**src/rtl/bbc_loader_pkg.sv**
```systemverilog
// Shared types and default constants for the BBC download loader.
package bbc_loader_pkg;

  // One buffered SDRAM write: absolute byte address plus data.
  typedef struct packed {
    logic [24:0] addr;
    logic [7:0]  data;
  } loader_entry_t;

  localparam logic [24:0] ROM_BASE_DEF   = 25'h80000;
  localparam logic [24:0] ALT_BASE_DEF   = 25'h68000;
  localparam logic [7:0]  CMOS_INDEX_DEF = 8'hFF;

endpackage

```
**src/rtl/bbc_loader_fifo.sv**
```systemverilog
// Single-clock FIFO of loader entries. Pointers carry one extra wrap bit so
// full/empty/level fall out of a plain compare and subtract.
module bbc_loader_fifo
  import bbc_loader_pkg::*;
#(
  parameter int DEPTH = 16,
  localparam int AW   = $clog2(DEPTH)
) (
  input  logic          clk,
  input  logic          rst,
  input  logic          push,
  input  loader_entry_t din,
  input  logic          pop,
  output loader_entry_t head,
  output logic          full,
  output logic          empty,
  output logic [AW:0]   level
);

  loader_entry_t mem_q [DEPTH];
  loader_entry_t mem_d [DEPTH];
  logic [AW:0]   wr_ptr_q, wr_ptr_d;
  logic [AW:0]   rd_ptr_q, rd_ptr_d;
  logic          do_push, do_pop;

  assign empty = (wr_ptr_q == rd_ptr_q);
  assign full  = (wr_ptr_q[AW] != rd_ptr_q[AW]) &&
                 (wr_ptr_q[AW-1:0] == rd_ptr_q[AW-1:0]);
  assign level = wr_ptr_q - rd_ptr_q;
  // Head comes straight from the storage registers.
  assign head  = mem_q[rd_ptr_q[AW-1:0]];

  // Next pointers and storage; requests against full/empty are ignored.
  always_comb begin
    do_push  = push & ~full;
    do_pop   = pop & ~empty;
    wr_ptr_d = wr_ptr_q;
    rd_ptr_d = rd_ptr_q;
    mem_d    = mem_q;
    if (do_push) begin
      mem_d[wr_ptr_q[AW-1:0]] = din;
      wr_ptr_d = wr_ptr_q + 1'b1;
    end
    if (do_pop) rd_ptr_d = rd_ptr_q + 1'b1;
  end

  // Pointer registers; reset flushes the FIFO.
  always_ff @(posedge clk or posedge rst) begin
    if (rst) begin
      wr_ptr_q <= '0;
      rd_ptr_q <= '0;
    end else begin
      wr_ptr_q <= wr_ptr_d;
      rd_ptr_q <= rd_ptr_d;
    end
  end

  // Storage needs no reset; entries are only read after being written.
  always_ff @(posedge clk) begin
    mem_q <= mem_d;
  end

endmodule

```
**src/rtl/bbc_rom_loader.sv**
```systemverilog
// Buffers data_io download bytes and replays them into the SDRAM loader
// port one byte per memory slot; CMOS images go to the CMOS write port.
module bbc_rom_loader
  import bbc_loader_pkg::*;
#(
  parameter int          FIFO_DEPTH = 16,
  parameter logic [7:0]  ROM_INDEX  = 8'h00,
  parameter logic [24:0] ROM_BASE   = ROM_BASE_DEF,
  parameter logic [24:0] ALT_BASE   = ALT_BASE_DEF,
  parameter logic [7:0]  CMOS_INDEX = CMOS_INDEX_DEF,
  localparam int         LW         = $clog2(FIFO_DEPTH) + 1
) (
  input  logic          clk_sys,
  input  logic          reset,
  input  logic          ioctl_download,
  input  logic [7:0]    ioctl_index,
  input  logic          ioctl_wr,
  input  logic [24:0]   ioctl_addr,
  input  logic [7:0]    ioctl_dout,
  input  logic          mem_sync,
  output logic          loader_active,
  output logic          loader_we,
  output logic [24:0]   loader_addr,
  output logic [7:0]    loader_data,
  output logic          cmos_we,
  output logic [6:0]    cmos_addr,
  output logic [7:0]    cmos_di,
  output logic          overflow,
  output logic [LW-1:0] fifo_level
);

  loader_entry_t push_entry, head;
  logic          fifo_push, fifo_pop, fifo_full, fifo_empty;
  logic          wr_ok, is_cmos, dl_rise;

  logic          download_q, download_d;
  logic          loader_we_q, loader_we_d;
  loader_entry_t issue_q, issue_d;
  logic          overflow_q, overflow_d;
  logic          cmos_we_q, cmos_we_d;
  logic [6:0]    cmos_addr_q, cmos_addr_d;
  logic [7:0]    cmos_di_q, cmos_di_d;

  bbc_loader_fifo #(.DEPTH(FIFO_DEPTH)) u_fifo (
    .clk   (clk_sys),
    .rst   (reset),
    .push  (fifo_push),
    .din   (push_entry),
    .pop   (fifo_pop),
    .head  (head),
    .full  (fifo_full),
    .empty (fifo_empty),
    .level (fifo_level)
  );

  // Address mapping, push/pop qualification and all next-state logic.
  always_comb begin
    wr_ok   = ioctl_download & ioctl_wr;
    is_cmos = (ioctl_index == CMOS_INDEX);
    dl_rise = ioctl_download & ~download_q;

    // 25-bit add wraps naturally.
    push_entry.addr = ioctl_addr + ((ioctl_index == ROM_INDEX) ? ROM_BASE : ALT_BASE);
    push_entry.data = ioctl_dout;
    // A same-cycle pop does not make room: full is sampled pre-pop.
    fifo_push = wr_ok & ~is_cmos & ~fifo_full;
    // A same-cycle push is not visible: empty is sampled pre-push.
    fifo_pop  = mem_sync & ~fifo_empty;

    download_d  = ioctl_download;
    loader_we_d = loader_we_q;
    issue_d     = issue_q;
    if (mem_sync) begin
      loader_we_d = ~fifo_empty;
      if (!fifo_empty) issue_d = head;
    end

    // A drop on the rising-edge cycle still belongs to the new download.
    overflow_d = overflow_q;
    if (dl_rise) overflow_d = 1'b0;
    if (wr_ok && !is_cmos && fifo_full) overflow_d = 1'b1;

    cmos_we_d   = wr_ok & is_cmos;
    cmos_addr_d = cmos_addr_q;
    cmos_di_d   = cmos_di_q;
    if (cmos_we_d) begin
      cmos_addr_d = ioctl_addr[6:0];
      cmos_di_d   = ioctl_dout;
    end
  end

  // Slot issue, CMOS strobe, overflow and edge-detect registers.
  always_ff @(posedge clk_sys or posedge reset) begin
    if (reset) begin
      download_q  <= 1'b0;
      loader_we_q <= 1'b0;
      issue_q     <= '0;
      overflow_q  <= 1'b0;
      cmos_we_q   <= 1'b0;
      cmos_addr_q <= '0;
      cmos_di_q   <= '0;
    end else begin
      download_q  <= download_d;
      loader_we_q <= loader_we_d;
      issue_q     <= issue_d;
      overflow_q  <= overflow_d;
      cmos_we_q   <= cmos_we_d;
      cmos_addr_q <= cmos_addr_d;
      cmos_di_q   <= cmos_di_d;
    end
  end

  assign loader_we     = loader_we_q;
  assign loader_addr   = issue_q.addr;
  assign loader_data   = issue_q.data;
  assign overflow      = overflow_q;
  assign cmos_we       = cmos_we_q;
  assign cmos_addr     = cmos_addr_q;
  assign cmos_di       = cmos_di_q;
  assign loader_active = ioctl_download | (fifo_level != '0) | loader_we_q;

endmodule
```
**config.mk**
```make
export PLATFORM = sky130hd
export DESIGN_NAME = bbc_rom_loader
export DESIGN_NICKNAME = d
export VERILOG_FILES = /design/src/rtl/bbc_loader_pkg.sv /design/src/rtl/bbc_loader_fifo.sv /design/src/rtl/bbc_rom_loader.sv
export SDC_FILE = /design/constraint.sdc
export NUM_CORES = 1
export LEC_CHECK = 0
export ABC_AREA = 1
export BUFFER_PORTS_ARGS = -buffer_cell sky130_fd_sc_hd__buf_2
export CORE_MARGIN = 2
export CORE_UTILIZATION = 50
export DETAILED_ROUTE_END_ITERATION = 7
export HOLD_SLACK_MARGIN = 0.08
export PLACE_DENSITY = 0.78
export SETUP_SLACK_MARGIN = 0.4
export SKIP_CTS_REPAIR_TIMING = 1
export SYNTH_ARGS = -nofsm -noshare
export SYNTH_HDL_FRONTEND = slang
export SYNTH_SLANG_ARGS = --single-unit
```
**constraint.sdc**
```tcl
create_clock -name clk_sys -period 4.65 [get_ports clk_sys]
set_clock_uncertainty 0.1 [all_clocks]
set_input_delay 0.93 -clock clk_sys [delete_from_list [all_inputs] [get_ports clk_sys]]
set_output_delay 0.93 -clock clk_sys [all_outputs]
set_load 0.01 [all_outputs]
```
* Yosys cells after proc, flatten, opt, wreduce, memory -nomap -nowiden *
Index checks and enable logic that the tools add are counted.

storage, ports and cells
  output and inout bits = 57
  logic and storage cells = 87
  memories = 0
  bits in writable memories = 0
  ROM bits = 0
  input bits = 46
  register bits after elaboration = 590
  latch bits = 0

cells by class
  multiplexer cells = 9
  divide/modulo/power cells = 0
  multiply operators = 0
  reduce and logical (&&, ||, !) cells = 9
  shift operators = 0
  eq/ne operators = 4
  magnitude comparators = 3
  add/sub/neg operators = 4
  bitwise logic cells = 16

operator list
  operator                                                  number
  bitwise mux 528 bit                                       1
  binary-select mux 33 bit (select 4 bit)                   1
  demux 33 bit (select 4 bit)                               1
  two-way mux 33 bit                                        3
  adder 25 x 20 -> 25 bit                                   1
  two-way mux 20 bit                                        1
  adder 5 x 1 -> 5 bit, second input constant               2
  greater-or-equal comparator 5 bit, second input constant  2
  inverter 4 -> 5 bit                                       2
  bitwise AND 1 bit                                         8
  == test 8 bit, second input constant                      1
  zero test 8 bit                                           1
  == test 5 bit                                             1
  < comparator 5 x 1 -> 1 bit, second input constant        1
  nonzero test 5 bit                                        1
  subtractor 5 bit                                          1
  == test 4 bit                                             1
  logical AND 1 bit                                         4
  inverter 1 bit                                            4
  two-way mux 1 bit                                         2
  bitwise OR 1 bit                                          2
  AND reduction 2 bit                                       1
  nonzero test 2 bit                                        1
  zero test 1 bit                                           1
  != test 1 bit                                             1

* Logic depth before layout (Yosys ltp) *
  depth in word-level cells = 6
  depth in mapped cells = 14
  gate-level depth less buffers = 13

* Hierarchy *
A second synthesis with hierarchy kept.

unflattened totals
  cells, all modules = 2670
  area, all modules = 26226.4 um^2

modules (own cells, without submodules)
  module           instances  seq. area each (um^2)  area an instance (um^2)  cells each
  bbc_loader_fifo  1          16105.4                23797.8                  2364
  bbc_rom_loader   1          1301.2                 2428.6                   306

* Worst setup path after synthesis *
No wires, ideal clock.

  path kind = register -> register
  start = register u_fifo.rd_ptr_q[2]
  end = register u_fifo.mem_q[132] in the netlist's numbering, enable pin
  setup slack = 895 ps
  buffers on the path = 2
  clock period less this slack = 3755 ps
  arrival = 3232 ps
  setup time = 423 ps
  stages on the path, launching flop included = 12
  data required time = 4127 ps
  path through = dfrtp_1 buf_2 inv_2 buf_1 ha_1 nand2_1 nor2_1 nand3_1 nand3_1 inv_2 nand3_1 nor2_1

on the way
  longest elaborated chain between the ends = 5

ends and longest elaborated chain
  element                 line                                         source
  from (decl)             bbc_loader_fifo.sv:23                        logic [AW:0] rd_ptr_q, rd_ptr_d;
  from (signal assigned)  bbc_loader_fifo.sv:54                        rd_ptr_q <= rd_ptr_d;
  == test 4 bit *         bbc_loader_fifo.sv:28                        (wr_ptr_q[AW-1:0] == rd_ptr_q[AW-1:0]);
  logical AND 1 bit *     bbc_loader_fifo.sv:27                        assign full = (wr_ptr_q[AW] != rd_ptr_q[AW]) &&
  inverter 1 bit *        bbc_loader_fifo.sv:35, bbc_rom_loader.sv:66
  bitwise AND 1 bit       bbc_rom_loader.sv:66                         fifo_push = wr_ok & ~is_cmos & ~fifo_full;
  bitwise AND 1 bit *     bbc_loader_fifo.sv:35                        do_push = push & ~full;
  to (signal assigned)    bbc_loader_fifo.sv:60                        mem_q <= mem_d;
  to (decl)               bbc_loader_fifo.sv:20                        loader_entry_t mem_q [DEPTH];

Every way passes the cells marked *; elsewhere a longest branch is shown, timed or not.
A chain may end at the register's enable or synchronous reset.

* Worst setup path after layout *
  start = register u_fifo.wr_ptr_q[0]
  end = output port loader_active

on the way
  longest elaborated chain between the ends = 4

ends and longest elaborated chain
  element                        line                   source
  from (decl)                    bbc_loader_fifo.sv:22  logic [AW:0] wr_ptr_q, wr_ptr_d;
  from (signal assigned)         bbc_loader_fifo.sv:53  wr_ptr_q <= wr_ptr_d;
  subtractor 5 bit               bbc_loader_fifo.sv:29  assign level = wr_ptr_q - rd_ptr_q;
  nonzero test 5 bit             bbc_rom_loader.sv:120  assign loader_active = ioctl_download | (fifo_level != '0) | loader_we_q;
  bitwise OR 1 bit (2 in a row)  bbc_rom_loader.sv:120
  to (decl)                      bbc_rom_loader.sv:21   output logic loader_active,

No other way between the ends.

==> results.sh <==
export IMPL_status="finished, final reports clean"
export IMPL_clockRootBuffer="clkbuf_16"
export IMPL_core_rowCount=82
export IMPL_cts_tree="done"
export IMPL_yosysWarnings=0
export IMPL_gp_congestion=0.794
export IMPL_routed_wl_um=63000
export IMPL_cts_clk_slew_worst_paths_ns=0.06
export IMPL_grt_setup_unrepaired="false"
export IMPL_grt_overflow=0
export IMPL_crit_slowest_cell="fa_1"
export IMPL_maxCapViolations=0
export IMPL_arrival_ns=2.53
export IMPL_drive_gt1_frac=0.0971
export IMPL_grt_pass1_wl_um=96100
export IMPL_path_buf_inv=3
export IMPL_r2r_start="u_fifo.rd_ptr_q[0]"
export IMPL_die_h_um=229
export IMPL_cts_buffers=57
export IMPL_critPathKind="flop to output pin"
export IMPL_synth_seq_cells=590
export IMPL_cellPowerDensity_mw_per_mm2=562
export IMPL_drcViolationCount=0
export IMPL_ir_drop_v=0.000514
export IMPL_placedCellCount=3062
export IMPL_rr_worst_depth=8
export IMPL_grt_pass1_vias=17200
export IMPL_fillers=3947
export IMPL_cp_max_fo=4
export IMPL_areaGrowthSynthToFinish_pct=11.5
export IMPL_timing_slew_headroom=0.221
export IMPL_num_vias=17300
export IMPL_reg2reg_slack_ns=1.56
export IMPL_syn_area_mm2=0.0252
export IMPL_dr_pass1_iters=5
export IMPL_ant_nets=0
export IMPL_h_tree_depth=2
export IMPL_finalSetupViolCount=0
export IMPL_stdcell_count=3164
export IMPL_p_leak_nw=11.8
export IMPL_clk_latency_ns=0.61
export IMPL_worstMarginPinSlew_ns=1.16
export IMPL_ys_seq_area_frac=0.690
export IMPL_syn_inst=2367
export IMPL_nets=2510
export IMPL_cts_max_path_buffers=3
export IMPL_clock_sinks=590
export IMPL_hold_viol=0
export IMPL_final_core_util=0.563
export IMPL_antenna_found_initial=1
export IMPL_hold_class="input pin to asynchronous set/reset pin"
export IMPL_worstReg2RegEnd="loader_addr[4]"
export IMPL_start_util=0.505
export IMPL_n_antenna_cell=0
export IMPL_dp_hpwl_um=32400
export IMPL_min_period_over_period=0.765
export IMPL_die_x_um=229
export IMPL_syn_area_per_cell_um2=10.7
export IMPL_initialDrtViolationCount=2038
export IMPL_critPathMaxStageDelay_ns=0.47
export IMPL_finalSetupTns_ns=0
export IMPL_syn_num_nets=2428
export IMPL_grt_max_degree=206
export IMPL_die_area_mm2=0.0523
export IMPL_io_pins=103
export IMPL_crit_chain="inv_1 -> ha_1 -> inv_1 -> fa_1 -> nand3_1 -> nand2_1 -> xnor2_1 -> nand3_1 -> buf_2"
export IMPL_startpoint_type="flop"
export IMPL_vias_per_cell=5.46
export IMPL_min_period_ns=3.56
export IMPL_grt_total_usage=0.239
export IMPL_worst_ep_required_time_ns=3.62
export IMPL_wl_per_cell_um=19.9
export IMPL_fmax_mhz=281
export IMPL_portBuffers=102
export IMPL_end_kind="output pin"
export IMPL_ys_types=29
export IMPL_core_mm2=0.0500
export IMPL_critical_path_top_delay_family="adder cells"
export IMPL_maxSlewViolCount=0
## synth_stat cells
cell type / n / area [um2]
nor2_4: 1 / 11.3
dfrtp_1: 62 / 1550
clkinv_2: 1 / 5.00
a21oi_1: 71 / 355
clkbuf_1: 10 / 37.5
inv_2: 3 / 11.3
clkinv_1: 1 / 3.75
nand4_1: 2 / 12.5
xor2_1: 12 / 105
xnor2_1: 3 / 26.3
o21ai_0: 23 / 115
buf_4: 14 / 105
buf_1: 9 / 33.8
buf_6: 24 / 270
edfxtp_1: 528 / 15900
buf_2: 57 / 285
nand2_2: 2 / 12.5
inv_4: 2 / 12.5
fa_1: 1 / 20.0
nand2_1: 705 / 2650
o21bai_1: 1 / 7.51
nor4_1: 2 / 12.5
nor3_1: 1 / 5.00
nand3_1: 376 / 1880
nor2_1: 87 / 327
nand3b_1: 1 / 7.51
o31ai_1: 1 / 7.51
inv_1: 353 / 1330
ha_1: 14 / 175
## cell type report
| type | instances | area (um2) | share of cell area |
|---|---|---|---|
| timing repair buffer | 137 | 936 | 0.0333 |
| clock inverter | 29 | 199 | 0.00708 |
| tap | 672 | 841 | 0.0299 |
| multi-input combinational | 1303 | 5850 | 0.208 |
| inverter | 360 | 1360 | 0.0485 |
| sequential | 590 | 17400 | 0.619 |
| clock buffer | 73 | 1520 | 0.0539 |
## power by group
part           internal, W  switching (W)
combinational      0.00145        0.00357
sequential         0.00624       0.000219
clock              0.00240        0.00192
total               0.0101        0.00571
## flip-flops by register name, indices dropped and copies added (netlist names)
| name | cells |
|---|---|
| cmos_di | 8 |
| u_fifo.rd_ptr_q | 5 |
| u_fifo.wr_ptr_q | 5 |
| loader_we | 1 |
| u_fifo.mem_q | 528 |
| cmos_addr | 7 |
| cmos_we | 1 |
| overflow | 1 |
| loader_data | 8 |
| download_q | 1 |
| loader_addr | 25 |
## worst register-to-register path: stages (launching register included)
cell and delay [ns]:
dfrtp_4 0.47, buf_4 0.35, inv_6 0.73, buf_12 0.61
nand2_1 0.19, nand3_1 0.13, a21oi_1 0.10, nor2_1 0.19
a21oi_1 0.10
## worst max-delay path by stage
stage | to | slack (ns) | cells after the start | from
after global placement | u_fifo.mem_q[226] | 0.74 | 10 | ioctl_index[7]
after global routing | u_fifo.mem_q[523] | 0.97 | 10 | ioctl_index[7]
after CTS | loader_active | 1.06 | 9 | u_fifo.wr_ptr_q[0]
after detailed placement | u_fifo.mem_q[226] | 0.57 | 10 | ioctl_index[7]
after floorplan | u_fifo.mem_q[132] | 0.89 | 11 | u_fifo.rd_ptr_q[2]
final | loader_active | 1.09 | 9 | u_fifo.wr_ptr_q[0]
## placed cells by master, fill, tap and decap left out, drive strengths merged, types with 3 or more instances in the layout
master      n
buf       137
clkinv     23
xnor2       3
edfxtp    528
nand2     707
nor2       88
inv       361
xor2       12
clkbuf     73
dfrtp      62
o21ai      23
nand3     376
a21oi      71
clkinvlp    3
ha         14
## cells by family (layout without fill, tap and decap cells)
logic type      Yosys count  in the layout  share of synthesized area
fa+ha+maj                15             15                    0.00774
compound gates           96             96                     0.0192
flops                   590            590                      0.690
xor+xnor                 15             15                    0.00521
buf+inv                 474            599                     0.0828
simple gates           1177           1177                      0.195
## per-layer routing
metal  track usage  share of wire  vias to the layer above  wire length, um
li1              -              -                     7909                -
met1         0.300           0.38                     8297            23800
met2         0.413           0.50                      893            31400
met3        0.0379          0.087                      171             5480
met4         0.103          0.037                        0             2330
met5             0              0                        -                0
## per-stage QoR
step                      cell area [um2]  hold WS, ns  setup WS, ns  total power, W
after floorplan                     25200        0.352         0.895          0.0101
after global placement              26400        0.374         0.742          0.0114
after detailed placement            26400        0.383         0.574          0.0115
after CTS                           28100        0.321          1.06          0.0158
after global routing                28100        0.329         0.968          0.0166
final                               28100        0.327          1.09          0.0158
Power figures use the tool's default switching activity.
